==> src/rtl/vlsu_req_sched.sv <==
// Serialising request scheduler in front of the VLSU ControlMachine.
// Round-robin grant with load/store ordering against outstanding stores.
module vlsu_req_sched #(
    parameter int unsigned NrReq    = 2,
    parameter int unsigned MaxStOut = 4,
    parameter type         vlsu_req_t = logic,
    localparam int unsigned PtrW = (NrReq > 1) ? $clog2(NrReq) : 1,
    localparam int unsigned CntW = $clog2(MaxStOut + 1)
) (
    input  logic                        clk_i,
    input  logic                        rst_i,
    input  logic      [NrReq-1:0]       req_valid_i,
    output logic      [NrReq-1:0]       req_ready_o,
    input  vlsu_req_t [NrReq-1:0]       req_i,
    input  logic      [NrReq-1:0]       req_is_store_i,
    output logic                        vlsu_req_valid_o,
    input  logic                        vlsu_req_ready_i,
    output vlsu_req_t                   vlsu_req_o,
    input  logic                        st_done_i,
    output logic                        st_pending_o,
    output logic      [CntW-1:0]        st_cnt_o,
    output logic                        err_o
);

    typedef enum logic {IDLE, HOLD} state_t;

    localparam logic [CntW-1:0] MaxCnt = CntW'(MaxStOut);

    state_t            state;
    logic [PtrW-1:0]   ptr;
    logic [CntW-1:0]   st_cnt;
    logic              buf_store;
    logic [NrReq-1:0]  elig;
    logic              gnt_any;
    logic [PtrW-1:0]   gnt_idx;
    logic              st_inc;
    logic              st_dec;

    function automatic logic [PtrW-1:0] wrap(input int unsigned v);
        return PtrW'(v % NrReq);
    endfunction

    // Loads wait for all stores to drain; stores only need a free slot.
    always_comb begin
        for (int i = 0; i < NrReq; i++) begin
            elig[i] = req_valid_i[i] &&
                      (req_is_store_i[i] ? (st_cnt < MaxCnt) : (st_cnt == '0));
        end
    end

    // Walk downward so the candidate closest to the pointer wins.
    always_comb begin
        gnt_any = 1'b0;
        gnt_idx = '0;
        for (int k = NrReq - 1; k >= 0; k--) begin
            if (elig[wrap(32'(ptr) + 32'(k))]) begin
                gnt_any = 1'b1;
                gnt_idx = wrap(32'(ptr) + 32'(k));
            end
        end
    end

    always_comb begin
        req_ready_o = '0;
        if (!rst_i && state == IDLE && gnt_any) begin
            req_ready_o[gnt_idx] = 1'b1;
        end
    end

    assign st_inc = (state == HOLD) && vlsu_req_ready_i && buf_store;
    assign st_dec = st_done_i;

    always_ff @(posedge clk_i or posedge rst_i) begin
        if (rst_i) begin
            state      <= IDLE;
            ptr        <= '0;
            st_cnt     <= '0;
            err_o      <= 1'b0;
            buf_store  <= 1'b0;
            vlsu_req_o <= '0;
        end else begin
            unique case (state)
                IDLE: begin
                    if (gnt_any) begin
                        vlsu_req_o <= req_i[gnt_idx];
                        buf_store  <= req_is_store_i[gnt_idx];
                        ptr        <= wrap(32'(gnt_idx) + 32'd1);
                        state      <= HOLD;
                    end
                end
                HOLD: begin
                    if (vlsu_req_ready_i) begin
                        state <= IDLE;
                    end
                end
                default: state <= IDLE;
            endcase

            if (st_inc && !st_dec) begin
                if (st_cnt != MaxCnt) begin
                    st_cnt <= st_cnt + 1'b1;
                end
            end else if (!st_inc && st_dec) begin
                if (st_cnt != '0) begin
                    st_cnt <= st_cnt - 1'b1;
                end else begin
                    err_o <= 1'b1;
                end
            end
        end
    end

    assign vlsu_req_valid_o = (state == HOLD);
    assign st_cnt_o         = st_cnt;
    assign st_pending_o     = (st_cnt != '0) || ((state == HOLD) && buf_store);

endmodule

==> config.mk <==
export PLATFORM = sky130hd
export DESIGN_NAME = vlsu_req_sched
export DESIGN_NICKNAME = d
export VERILOG_FILES = /design/src/rtl/vlsu_req_sched.sv
export SDC_FILE = /design/constraint.sdc
export NUM_CORES = 1
export LEC_CHECK = 0
export ABC_CLOCK_PERIOD_IN_PS = 1900
export CORE_AREA = 8 8 45 47
export DETAILED_ROUTE_END_ITERATION = 10
export DIE_AREA = 0 0 53 55
export PLACE_DENSITY = 0.72
export SETUP_SLACK_MARGIN = 0.15
export SLEW_MARGIN = 40
export SYNTH_ARGS = -nofsm -noshare
export SYNTH_HDL_FRONTEND = slang
export SYNTH_SLANG_ARGS = --single-unit
==> constraint.sdc <==
create_clock -name clk_i -period 1.9 [get_ports clk_i]
set_input_delay 0.285 -clock clk_i [delete_from_list [all_inputs] [get_ports clk_i]]
set_output_delay 0.285 -clock clk_i [all_outputs]
set_load 0.01 [all_outputs]
# ---- Yosys cells after proc, flatten, opt, wreduce, memory -nomap -nowiden
# Index checks and enable logic that the tools add are counted.
dict set report classes {
  n_addsub 4
  eq_ne 2
  bitwise 3
  magnitude_cmp 5
  reduce_logical 21
  mux 24
}
# op n
set ops {}
lappend ops {{$mux 1} 17}
lappend ops {{$mux 3} 4}
lappend ops {{$logic_and 1x1->1} 10}
lappend ops {{$lt 1x2->1 const B} 3}
lappend ops {{$reduce_and 3->1} 2}
lappend ops {{$reduce_bool 2->1} 2}
lappend ops {{$add 3x1->3 const B} 1}
lappend ops {{$logic_not 1->1} 3}
lappend ops {{$logic_not 3->1} 1}
lappend ops {{$lt 3x3->1 const B} 1}
lappend ops {{$ne 3x3->1 const B} 1}
lappend ops {{$not 1->1} 3}
lappend ops {{$reduce_bool 3->1} 1}
lappend ops {{$sub 3x1->3 const B} 1}
lappend ops {{$add 1x1->1 const B} 2}
lappend ops {{$mux 2} 1}
lappend ops {{$ne 2x1->1 const B} 1}
lappend ops {{$pmux 1 s2} 1}
lappend ops {{$reduce_and 2->1} 1}
lappend ops {{$demux 1 s1} 1}
lappend ops {{$ge 1x1->1 const B} 1}
lappend ops {{$logic_or 1x1->1} 1}
dict set report word_totals {
  out_inout_bits 9
  reg_bits 8
  word_cells 65
}

# ---- Logic depth before layout (Yosys ltp)
# Gate-level depths: netlist of run 1.
dict set report logic_depth {
  word_depth 12
  ltp_mapped 9
}

# ---- Worst setup path after synthesis of run 1
# No wires, ideal clock.
dict set report synth_path {
  kind {register to register}
  from {reg state (netlist: vlsu_req_valid_o)}
  to {reg st_cnt[2] (netlist: st_cnt_o[2])}
  period_less_slack_ns 1.842
  stages_incl_launch_ff 9
  path_buffers 0
  arrival_time_ns 1.710
  path_slack_ns 0.058
  required_ns 1.768
  path_cell_list {dfrtp_1 nand3_1 inv_1 ha_1 inv_1 fa_1 o21a_1 o21ai_0 o31ai_1}
}
dict set report synth_via {
  elab_chain_cells 6
  word_cells_on_any_way 10
}
# item line
set synth_lines {}
lappend synth_lines {{from (decl)} 29} ;# state_t state;
lappend synth_lines {{from (signal assigned)} 75} ;# state <= IDLE;
lappend synth_lines {{from (signal assigned)} 88} ;# state <= HOLD;
lappend synth_lines {{from (signal assigned)} 93} ;# state <= IDLE;
lappend synth_lines {{$logic_and 1x1->1 (*) (2 in series)} 70} ;# assign st_inc = (state == HOLD) && vlsu_req_ready_i && buf_store;
lappend synth_lines {{$logic_not 1->1} 103} ;# end else if (!st_inc && st_dec) begin
lappend synth_lines {{$logic_and 1x1->1} 103}
lappend synth_lines {{$reduce_bool 2->1 (no line)} n/a}
lappend synth_lines {{$reduce_and 3->1 (no line)} n/a}
lappend synth_lines {{to (signal assigned)} 101} ;# st_cnt <= st_cnt + 1'b1;
lappend synth_lines {{to (signal assigned)} 105} ;# st_cnt <= st_cnt - 1'b1;
lappend synth_lines {{to (decl)} 31} ;# logic [CntW-1:0] st_cnt;
# Every way passes the cells marked *; elsewhere a longest branch is shown, timed or not.
# A chain may end at the register's enable or synchronous reset.

# ---- Worst setup path after layout of run 1
dict set report layout_path {
  from {in req_valid_i[0]}
  to {reg vlsu_req_o}
}
dict set report layout_via {
  elab_chain_cells 7
  word_cells_on_any_way 12
}
# item line
set layout_lines {}
lappend layout_lines {{from (decl)} 12} ;# input logic [NrReq-1:0] req_valid_i,
lappend layout_lines {{$logic_and 1x1->1 (*)} 46} ;# elig[i] = req_valid_i[i] &&
lappend layout_lines {{$mux 1 (implied by the code) (2 in series)} 56} ;# if (elig[wrap(32'(ptr) + 32'(k))]) begin
lappend layout_lines {{$mux 1 (2 in series)} 56}
lappend layout_lines {{$mux 1 (implied by the code) (2 in series)} 85} ;# vlsu_req_o <= req_i[gnt_idx];
lappend layout_lines {{to (signal assigned)} 85}
lappend layout_lines {{to (decl)} 18} ;# output vlsu_req_t vlsu_req_o,
# Every way passes the cells marked *; elsewhere a longest branch is shown, timed or not. The select of a mux whose other input is x is not followed.

==> results of run 1 <==
[cell type report]
type,count,area [sq um],area share [%]
inverter,5,18.8,2.07
timing repair buffer,31,274,30.2
multi-input combinational,40,364,40.2
sequential,8,203,22.4
clock buffer,4,26.3,2.90
tap,16,20.0,2.21
[per-layer routing]
layer	routed length, um	share of wire (%)	global-route usage, %
met3	128	8.5	6.15
met4	31	2.1	7.76
met2	765	51	21.9
met5	0	0	0
met1	573	38	11.8
[kinds of logic after synthesis]
logic type,share of synthesized area [%]
AO/OA/AOI/OAI,19.0
XOR/XNOR,1.68
adder cells (fa/ha/maj),8.65
buffers and inverters,5.77
flip-flops,38.5
multiplexers,10.8
AND/OR/NAND/NOR,15.6
[worst register-to-register path: cells and delay by family (launching register included)]
family                 cells  cell delay, ns
AOI/OAI and AO/OA          2            0.50
muxes                      2            0.56
DFF                        1            0.42
buffers and inverters      1            0.16
[stage by stage]
| step | TNS (ns) | hold WS [ns] | util, % |
|---|---|---|---|
| after floorplan | 0 | 0.101 | - |
| final | 0 | 0.339 | 65.5 |
| after detailed placement | -1.17 | 0.463 | 56.6 |
| after CTS | 0 | 0.339 | 64.7 |
| after global routing | 0 | 0.374 | 65.5 |
| after global placement | -1.02 | 0.456 | 56.6 |
[sequential cells by signal (all words and copies together) (netlist names)]
signal,flops
st_cnt_o,3
buf_store,1
err_o,1
ptr,1
vlsu_req_o,1
vlsu_req_valid_o,1
[repair_timing]
action	CTS	global route
setup buffers	4	0
endpoints found under the setup margin	6	8
gates resized for setup	26	4
pin swaps	9	6
hold endpoints to repair	0	0
[Yosys cell counts, types with 2 or more instances]
| cell type | instances |
|---|---|
| a21oi_1 | 2 |
| dfrtp_1 | 8 |
| ha_1 | 2 |
| inv_1 | 5 |
| mux2_1 | 2 |
| mux2_2 | 3 |
| nand2_1 | 4 |
| nor2_1 | 4 |
| nor3_1 | 5 |
| nor3b_1 | 2 |
| o21ai_0 | 3 |
[how the worst max path moves through the flow]
| stage | startpoint | end | slack, ns | depth (start not counted) |
|---|---|---|---|---|
| global placement | req_is_store_i[1] | req_ready_o[1] | -0.30 | 6 |
| CTS | st_cnt_o[1] | req_ready_o[1] | 0.10 | 4 |
| finish | req_valid_i[0] | vlsu_req_o | 0.13 | 6 |
| global route | vlsu_req_valid_o | st_cnt_o[2] | 0.07 | 8 |
| floorplan | st_cnt_o[0] | buf_store | 0.15 | 5 |
| detailed placement | req_is_store_i[1] | req_ready_o[1] | -0.34 | 6 |
[power groups by stage]
stage	registers (uW)	clock network [uW]	logic, uW
after floorplan	355	0	343
after global placement	311	0	687
after detailed placement	313	0	699
after CTS	320	155	835
after global routing	340	164	918
final	329	150	833
==> flow_summary_export.csv, run 1 <==
group,metric,value,unit
synth,ys.flop_type,"dfrtp_1",
worst_setup_path,cp.required,2.05,ns
cts,clk_latency,0.27,ns
timing,worst_clock_skew,0.0131,ns
timing,fin_crit_sh,93.0,%
synth,synth_edf_count,0,
global_routing,overflow,0,
cts,root_buffer,"clkbuf_4",
worst_setup_path,reg2reg_to,"vlsu_req_o",
floorplanning,die_w,53,um
flow_run,max-cap-violations,0,
pwr,p_leak,0.000409,uW
placed_design,dp_hpwl,1060,um
synth,yosysSeqAreaShare,38.5,%
pwr,switching_power,521,uW
timing,worstMarginPinSlew,0.315,ns
routing,antenna_left,0,
timing,worst_slack,0.132,ns
placed_design,io_buffers,18,
finish,fillers,121,
global_routing,grt_max_degree,9,
timing,rsz0062_at_grt,"yes",
worst_setup_path,start_kind,"input pin",
timing,timing.final.crit_period,1.77,ns
worst_setup_path,worstSetupPathType,"input pin to flip-flop",
cts,h-tree-depth,1,
pwr,netSwitchingFraction,39.7,%
worst_setup_path,path_buf_inv,2,
timing,slew-limit-headroom,79.0,%
finish,area_growth,74.0,%
worst_setup_path,crit_path_max_incr_delay,0.42,ns
pwr,power_frac_comb,63.5,%
timing,timing.fmax,0.566,GHz
cts,cts.clk_slew.worst_paths,0.06,ns
finish,diodes,0,
worst_setup_path,critPathMaxFanout,3,
worst_setup_path,r2r_slack,0.13,ns
outcome,status,"finished, final reports clean",
pwr,finalPower,1310,uW
synth,yosysTopAreaCell,"dfrtp_1",
placed_design,place_ws,-0.343,ns
finish,nets,102,
pwr,p_int,791,uW
routing,vias_per_cell,5.06,
synth,synth_fp_nets,67,
synth,ys_types,25,
cts,cts.path.max_buffers,2,
finish,stdcell_area,906,sq um
synth,synth_top_area_share,38.5,%
placed_design,dpl.cell_count,96,
timing,slew_viol_final,0,
pwr,powerDensity,1450,mW/mm^2
worst_setup_path,worst_path_max_delay_cell,"clkdlybuf4s50_1",
pwr,ir_worst_vdd,753,uV
worst_hold_path,min_path_type,"input pin to asynchronous set/reset pin",
synth,netlist_area,520,sq um
finish,final_cell_mix,"clkdlybuf4s50_1 (12), buf_4 (12), dfrtp_1 (6)",
global_routing,grt_antenna_before_repair,0,
worst_setup_path,endpoint_kind,"flip-flop",
placed_design,gp_congestion,0.696,
cts,cts_hold_buf,0,
cts,cts_tree,"yes",
routing,drt-total-wl,1500,um
pwr,sequentialPowerShare,25.1,%
cts,cts_made_buffers,3,
synth,yosys_warnings,0,
floorplanning,fp-row-count,14,
routing,wl_per_cell,14.4,um
pwr,p_clk_share,11.4,%
routing,first_pass_iters,4,
finish,drive_gt1_share,44.3,%
routing,drc,0,
floorplanning,die_h,55,um
worst_setup_path,crit_family,"buffers and inverters",
worst_setup_path,crit_chain,"clkdlybuf4s50_1 -> nor3b_2 -> a211o_1 -> buf_4 -> mux2_1 -> mux2_2",
floorplanning,dieArea,0.00292,sq mm
floorplanning,coreArea,0.00138,sq mm
timing,finalHoldViolCount,0,
worst_setup_path,rr_startpoint,"st_cnt_o[0]",
synth,postSynthCellCount,54,
worst_setup_path,r2r_cells,5,
synth,ys_ff_latch,8,
global_routing,track_usage,12.6,%
cts,cts_sinks,8,
floorplanning,start_util,37.6,%
placed_design,placed_area,783,sq um
synth,syn_area_per_cell,9.64,sq um
floorplanning,io_pins,19,
synth,yosys-top-cells-area,"dfrtp_1 (38%), mux2_2 (6.5%), ha_1 (4.8%)",
finish,stdcell_count,104,
routing,num_vias,526,
worst_setup_path,cp.arrival,1.91,ns
global_routing,grt_pass1_vias,568,
synth,synthArstFlopShare,100,%
timing,setup_viol,0,
global_routing,grt_pass1_wl,2540,um
routing,dr.first_iter.drc_count,6,
Note: power is estimated with default switching activity, not from simulation.
==> inputs of run 2 (changes only) <==
--- a/config.mk
+++ b/config.mk
@@ -5,7 +5,8 @@
 export SDC_FILE = /design/constraint.sdc
 export NUM_CORES = 1
 export LEC_CHECK = 0
-export ABC_CLOCK_PERIOD_IN_PS = 1900
+export ABC_AREA = 0
+export ABC_CLOCK_PERIOD_IN_PS = 1710
 export CORE_AREA = 8 8 45 47
 export DETAILED_ROUTE_END_ITERATION = 10
 export DIE_AREA = 0 0 53 55
==> constraint.sdc (replaced) <==
create_clock -name clk_i -period 1.71 [get_ports clk_i]
set_input_delay 0.2565 -clock clk_i [delete_from_list [all_inputs] [get_ports clk_i]]
set_output_delay 0.2565 -clock clk_i [all_outputs]
set_load 0.01 [all_outputs]
==> run 2 against run 1 <==
Net effect: sequential share of layout area down 2.3 points; count of clock-buffer cells in the layout unchanged; non-clock buffer count up 8; total power up 24%; worst setup slack worse by 0.21 ns; critical path depth unchanged; clock skew down 0.0043 ns; via count up 7.2%; routed wire length up 18%; register-to-register slack worse by 0.16 ns; the run now ends with negative setup slack left; worst hold slack worse by 0.0075 ns.
==> flow_summary_export.csv, run 2 (synthesized netlist as in run 1, its figures left out) <==
group,metric,value,unit
worst_setup_path,r2r_slack,-0.03,ns
flow_run,max-cap-violations,0,
outcome,violations,"negative setup slack",
timing,finalHoldViolCount,0,
finish,area_growth,95.4,%
finish,final_common_cell,"buf_4",
worst_setup_path,cp.arrival,1.93,ns
finish,largest_reg_flops,3,
worst_hold_path,min_path_type,"input pin to asynchronous set/reset pin",
outcome,status,"complete, but fails checks",
placed_design,io_buffers,18,
global_routing,track_usage,11.6,%
floorplanning,start_util,37.6,%
cts,cts.clk_slew.worst_paths,0.07,ns
finish,stdcell_count,112,
cts,cts_hold_buf,0,
floorplanning,die_h,55,um
finish,regArea,204,sq um
worst_setup_path,worstSetupPathType,"input pin to flip-flop",
timing,timing.fmax,0.558,GHz
timing,slew-limit-headroom,78.1,%
routing,vias_per_cell,5.04,
cts,cts_sinks,8,
routing,num_vias,564,
floorplanning,fp-row-count,14,
cts,h-tree-depth,1,
routing,dr.first_iter.drc_count,10,
worst_setup_path,endpoint_kind,"flip-flop",
worst_setup_path,r2r_cells,5,
placed_design,dp_hpwl,1080,um
pwr,ir_worst_vdd,841,uV
worst_setup_path,reg2reg_to,"buf_store",
timing,fin_crit_sh,105,%
finish,nets,110,
global_routing,grt_antenna_before_repair,0,
timing,slew_viol_final,0,
timing,worst_clock_skew,0.00884,ns
timing,worst_slack,-0.0808,ns
routing,drt-total-wl,1780,um
cts,cts_tree,"yes",
pwr,p_leak,0.000466,uW
timing,setup_tns,-0.197,ns
global_routing,grt_pass1_vias,581,
finish,final_cell_mix,"buf_4 (16), clkdlybuf4s50_1 (8), dfrtp_1 (5), dlygate4sd2_1 (5), buf_6 (5)",
global_routing,overflow,0,
global_routing,grt_max_degree,9,
finish,fillers,103,
timing,setup_viol,3,
floorplanning,die_w,53,um
routing,drc,0,
cts,cts_made_buffers,3,
floorplanning,io_pins,19,
placed_design,gp_congestion,0.690,
cts,clk_latency,0.26,ns
pwr,powerDensity,1600,mW/mm^2
floorplanning,coreArea,0.00138,sq mm
placed_design,dpl.cell_count,98,
routing,wl_per_cell,15.8,um
worst_setup_path,cp.required,1.85,ns
routing,first_pass_iters,4,
finish,diodes,0,
routing,antenna_left,0,
floorplanning,dieArea,0.00292,sq mm
timing,worstMarginPinSlew,0.328,ns
finish,multiInputGateArea,405,sq um
cts,cts.path.max_buffers,2,
pwr,finalPower,1620,uW
cts,root_buffer,"clkbuf_4",
finish,drive_gt1_share,56.3,%
timing,timing.final.crit_period,1.79,ns
global_routing,grt_pass1_wl,2460,um
worst_setup_path,critPathMaxFanout,3,
worst_setup_path,start_kind,"input pin",
worst_setup_path,rr_startpoint,"st_cnt_o[1]",
timing,holdWs,0.331,ns
finish,final_util,73.5,%
timing,rsz0062_at_grt,"yes",
## run 2: changes by cell type in the layout (fill, tap and decap cells not counted), moves of 3 or more
cell and change:
buf_4 +4, buf_6 +4, clkdlybuf4s50_1 -4, dlygate4sd2_1 +3
## run 2: metrics by stage
stage          area, sq um  worst slack [ns]
6_report              1020           -0.0808
5_1_grt               1020            -0.117
4_1_cts                943           -0.0270
3_5_place_dp           820            -0.476
3_3_place_gp           820            -0.438
2_1_floorplan          548            0.0137
## run 2: how the worst max path moves through the flow
| stage | cells past startpoint | slack (ns) | from | endpoint |
|---|---|---|---|---|
| detailed placement | 6 | -0.48 | req_is_store_i[1] | req_ready_o[1] |
| global placement | 6 | -0.44 | req_is_store_i[1] | req_ready_o[1] |
| finish | 6 | -0.08 | req_valid_i[0] | buf_store |
| floorplan | 5 | 0.01 | st_cnt_o[0] | buf_store |
| CTS | 4 | -0.03 | st_cnt_o[0] | req_ready_o[1] |
| global route | 5 | -0.12 | req_valid_i[0] | req_ready_o[1] |
## run 2: report_power, final
part	leakage [uW]	internal, uW	switching (uW)
combinational	0.000363	602	492
sequential	0.0000879	280	83.5
clock	0.0000150	89.9	76.3
total	0.000466	971	652
## run 2: layer usage
layer	global-route usage, %	vias up	share of wire [%]
li1	-	275	-
met1	12.1	268	40
met2	19.5	17	52
met3	4.01	4	7.1
met4	7.76	0	1.5
met5	0	-	0
## run 2: cell type report
type                       instances  area share, %
clock buffer                       4           2.58
inverter                           5           2.09
multi-input combinational         40           39.9
sequential                         8           20.0
tap                               16           1.97
timing repair buffer              39           33.5
## run 2: timing repair
item	CTS	global route
resized for setup	29	16
endpoints found under the setup margin	12	10
setup buffers	6	4
pin swaps	3	6
## run 2: worst max-delay path, stage by stage
cell and delay (ns):
clkdlybuf4s50_1 0.45, nor3b_2 0.19, a211o_1 0.33, buf_6 0.14, mux2_4 0.30, mux2_2 0.26
